`src/rtl/disp_pkg.sv`:
```
// Shared constants for the seven-segment display path.
package disp_pkg;
    localparam int unsigned DISP_DIGITS = 4;
    localparam logic [3:0]  AN_OFF      = 4'b1111;
    localparam logic        DP_OFF      = 1'b1;
endpackage

```
`src/rtl/disp_scan_ctrl_tick_gen.sv`:
```
// Digit-slot prescaler: counts 0..DIV_CNT-1 and flags the last count.
module tick_gen #(
    parameter int unsigned DIV_CNT = 100000
) (
    input  logic clk,
    input  logic rst,
    output logic tick
);
    localparam int unsigned  W    = $clog2(DIV_CNT);
    localparam logic [W-1:0] LAST = W'(DIV_CNT - 1);

    logic [W-1:0] pcnt;

    always_ff @(posedge clk or posedge rst) begin
        if (rst)
            pcnt <= '0;
        else if (pcnt == LAST)
            pcnt <= '0;
        else
            pcnt <= pcnt + 1'b1;
    end

    assign tick = (pcnt == LAST);
endmodule

```
`src/rtl/disp_scan_ctrl.sv`:
```
// Four-digit seven-segment scan controller with shadowed data and registered outputs.
// Optional leading-zero suppression when DISP_LZ_BLANK_EN is defined.
module disp_scan_ctrl
    import disp_pkg::*;
#(
    parameter int unsigned DIV_CNT = 100000
) (
    input  logic        clk,
    input  logic        rst,
    input  logic        load,
    input  logic [15:0] data,
    input  logic [3:0]  dp_in,
    output logic [3:0]  an,
    output logic [3:0]  digit,
    output logic        dp,
    output logic        blank
);
    localparam int unsigned IW = $clog2(DISP_DIGITS);

    logic          tick;
    logic [IW-1:0] idx;
    logic [15:0]   sh_data;
    logic [3:0]    sh_dp;
    logic [3:0]    an_nxt;
    logic [3:0]    digit_nxt;
    logic          dp_nxt;
    logic          blank_nxt;

    tick_gen #(.DIV_CNT(DIV_CNT)) u_tick_gen (
        .clk  (clk),
        .rst  (rst),
        .tick (tick)
    );

    // Next-slot outputs come from the pre-edge shadow, so a load coinciding with a tick shows next time round.
    always_comb begin
        an_nxt    = ~(4'b0001 << idx);
        digit_nxt = sh_data[{idx, 2'b00} +: 4];
        dp_nxt    = ~sh_dp[idx];
        blank_nxt = 1'b0;
`ifdef DISP_LZ_BLANK_EN
        unique case (idx)
            2'd1:    blank_nxt = (sh_data[15:4]  == '0);
            2'd2:    blank_nxt = (sh_data[15:8]  == '0);
            2'd3:    blank_nxt = (sh_data[15:12] == '0);
            default: blank_nxt = 1'b0;
        endcase
        if (blank_nxt) begin
            an_nxt    = AN_OFF;
            digit_nxt = '0;
            dp_nxt    = DP_OFF;
        end
`endif
    end

    always_ff @(posedge clk or posedge rst) begin
        if (rst) begin
            idx     <= '0;
            sh_data <= '0;
            sh_dp   <= '0;
            an      <= AN_OFF;
            digit   <= '0;
            dp      <= DP_OFF;
            blank   <= 1'b0;
        end else begin
            if (load) begin
                sh_data <= data;
                sh_dp   <= dp_in;
            end
            if (tick) begin
                idx   <= idx + 1'b1;
                an    <= an_nxt;
                digit <= digit_nxt;
                dp    <= dp_nxt;
                blank <= blank_nxt;
            end
        end
    end
endmodule

```
`config.mk`:
```
export PLATFORM = sky130hd
export DESIGN_NAME = disp_scan_ctrl
export DESIGN_NICKNAME = d
export VERILOG_FILES = /design/src/rtl/disp_pkg.sv /design/src/rtl/disp_scan_ctrl_tick_gen.sv /design/src/rtl/disp_scan_ctrl.sv
export SDC_FILE = /design/constraint.sdc
export NUM_CORES = 1
export LEC_CHECK = 0
export CORE_MARGIN = 10
export CORE_UTILIZATION = 45
export DETAILED_ROUTE_END_ITERATION = 6
export HOLD_SLACK_MARGIN = 0.08
export PLACE_DENSITY_LB_ADDON = 0.1
export SETUP_SLACK_MARGIN = 0.1
export SLEW_MARGIN = 20
export SYNTH_ARGS = -nofsm -noshare
export SYNTH_HDL_FRONTEND = slang
export SYNTH_SLANG_ARGS = --single-unit
```
`constraint.sdc`:
```
create_clock -name clk -period 2.3 [get_ports clk]
set_input_delay 0.46 -clock clk [delete_from_list [all_inputs] [get_ports clk]]
set_output_delay 0.46 -clock clk [all_outputs]
set_load 0.05 [all_outputs]
```
==> metrics.yaml <==
floorplanning:
  chipWidth_um: 89.3
  initial_utilization: 0.460
  top_level_pins: 33
  die_height_um: 89.3
  design.die.area_um2: 7970
  std_cell_rows: 25
  placeableCoreArea_um2: 4690
logic_synthesis:
  mappedNetlistNets: 197
  post_synth_num_cell_types: 30
  yosysWarnings: 0
  synthDominantAreaCellType: "sky130_fd_sc_hd__dfrtp_1"
  synth_seq_area_share: 0.559
  post_synth.cell_area_avg_um2: 12.8
  synth.area.top_cells: "sky130_fd_sc_hd__dfrtp_1 50%, sky130_fd_sc_hd__mux2_2 10%, sky130_fd_sc_hd__dfstp_2 6.1%, sky130_fd_sc_hd__mux4_2 5.2%, sky130_fd_sc_hd__xnor2_1 4.1%"
  synthesis.area_um2: 2160
  synth.top_cell.area_share: 0.499
  post_synthesis_register_bit_count: 48
  synthesis.instances: 169
detailed_routing:
  drcViolationCount: 0
  num_vias: 1395
  drtAntennaViolNets: 0
  drt-vias-per-instance: 5.34
  detail_route.wl_per_cell_um: 16.7
  drt_first_pass_iters: 4
  postRouteWirelength_um: 4350
  drtIter0Drc: 90
placement:
  gp_congestion: 0.863
  numPortBuffers: 31
  place.detailed.hpwl_um: 3180
cts:
  clkSinkCount: 48
  tritoncts: "done"
  postCtsSetupRepairBufs: 0
  cts_buffer_depth: 2
  worst_setup_hold_path_clk_slew_ns: 0.09
  cts_htree_levels: 2
  cts_root_buf: "sky130_fd_sc_hd__clkbuf_8"
  cts-resized-gates: 0
  clock_latency_ns: 0.30
  cts-buffers-inserted: 5
  cts-hold-fix-buffers: 0
sta:
  max_freq_mhz: 475
  final-setup-viol-count: 0
  clock_skew_ns: 0.00314
  clock_period_minus_final_worst_setup_slack_ns: 2.11
  slew_headroom: 0.606
  timing.final.hold_violations: 0
  timing.final.max_slew_violations: 0
  period_share: 0.916
  worst_max_slew_pin_slew_ns: 0.591
  timing.setup.tns_ns: 0
  rsz0062_at_grt: "false"
critical_path:
  arrival_time_of_data_at_the_critical_path_endpoint_ns: 1.65
  cpMaxStageDelayCell: "sky130_fd_sc_hd__clkdlybuf4s50_1"
  cp-end-kind: "primary output"
  required_ns: 1.84
  critPathLaunchType: "flop"
  ff2ff_path_depth: 3
  path_delay_family: "buffers and inverters"
  cp_num_cells: 1
  path_max_fanout: 2
  timing.critical_path.slowest_cell_delay_ns: 0.80
  timing.critical_path.cells: "clkdlybuf4s50_1"
  critical_path_class: "reg -> out"
  timing.critical_path.buf_inv: 1
worst_hold_path:
  hold_class: "reg -> reg"
  cells_on_worst_hold_path: 2
finish:
  num_antenna_cells: 0
  final_cell_mix: "43 x sky130_fd_sc_hd__dfrtp_1, 31 x sky130_fd_sc_hd__clkdlybuf4s50_1, 20 x sky130_fd_sc_hd__mux2_2, 17 x sky130_fd_sc_hd__nand2_1, 12 x sky130_fd_sc_hd__nor2_1"
  layout.cells.most_common: "sky130_fd_sc_hd__dfrtp_1"
  postLayoutCoreUtil: 0.567
  syn_to_final_growth_pct: 23.4
  layout-drive-gt1-share: 0.261
  nNetsFinal: 234
grt:
  grt_util_all_layers: 0.121
  grt_first_pass_wirelength_um: 7460
  initial_antenna_violation_count: 0
  globalRoute.totalOverflow: 0
  grt_pass1_vias: 1565
  grt_start_max_net_pins: 49
flow_run:
  max_cap_violations: 0
power_and_ir_drop:
  power_leakage_uw: 0.00114
  power_density_nw_per_um2: 630
  vdd_ir_drop_max_mv: 0.402
outcome:
  status: "completed"
==> power breakdown <==
part           internal [uW]  switching (uW)  leakage (uW)
Combinational           76.5            41.6      0.000488
Sequential               879            18.1      0.000592
Clock                    384             279     0.0000645
Total                   1340             338       0.00114
==> kinds of logic (layout without fill, tap and decap cells) <==
group                      after synthesis  in the layout  share of synthesized area
AOI/OAI and AO/OA                        8              8                     0.0255
xor gates and xnor gates                15             15                     0.0609
adders and majority gates                5              5                     0.0290
buffers and inverters                   12             50                     0.0278
DFF                                     48             48                      0.559
muxes                                   25             25                      0.157
other                                    1              1                    0.00174
and+or+nand+nor                         55             55                      0.139
==> flip-flops by register name, summed over array words and instances, names as in the netlist <==
register	cells
an	4
digit	4
dp	1
idx	2
sh_data	16
sh_dp	4
u_tick_gen.pcnt	17
==> synth_stat cells, drive strengths merged <==
cell type,n
nor4,3
dfrtp,43
o21ai,6
ha,5
or4,1
xor2,5
buf,3
mux2,20
inv,6
dfstp,5
nand4b,1
a21oi,2
nor3,2
mux4,5
or3,1
nand4,4
conb,1
nor2,12
xnor2,10
and2,1
clkbuf,3
nand2,19
and4,2
nand3,7
or4b,2
==> per-layer routing <==
metal	wire, um	up-vias	GRT usage
met4	66	0	0.0390
met1	1860	698	0.147
met3	187	8	0.0401
li1	-	650	-
met5	0	-	0
met2	2240	39	0.199
==> stage by stage <==
step / setup slack (ns) / hold WS [ns] / std cells / cell area [um^2] / total power [uW]
finish: 0.193 / 0.469 / 261 / 2660 / 1680
CTS: 0.173 / 0.474 / 261 / 2660 / 1690
global route: 0.146 / 0.485 / 261 / 2660 / 1750
detailed placement: 0.297 / 0.461 / 253 / 2540 / 1030
global placement: 0.336 / 0.452 / 253 / 2540 / 1030
floorplan: 0.415 / 0.452 / 169 / 2160 / 977
==> cell type report <==
class | count | area, um^2
clock buffer | 7 | 96.3
clock inverter | 1 | 30.0
fill | 410 | 2030
inverter | 6 | 22.5
multi-input combinational | 109 | 891
sequential | 48 | 1210
tap | 54 | 67.6
timing repair buffer | 36 | 348
==> path summary, 6_finish.rpt <==
kind	start	to	slack [ns]
setup / recovery	an[0]	an[0]	0.19
hold / removal	an[0]	an[0]	0.47
setup reg to reg	u_tick_gen.pcnt[12]	u_tick_gen.pcnt[1]	0.30
hold reg to reg	an[0]	an[0]	0.47
max in group asynchronous	rst	sh_data[7]	1.27
min in group asynchronous	rst	u_tick_gen.pcnt[2]	0.63
(Power assumes the default switching activity.)
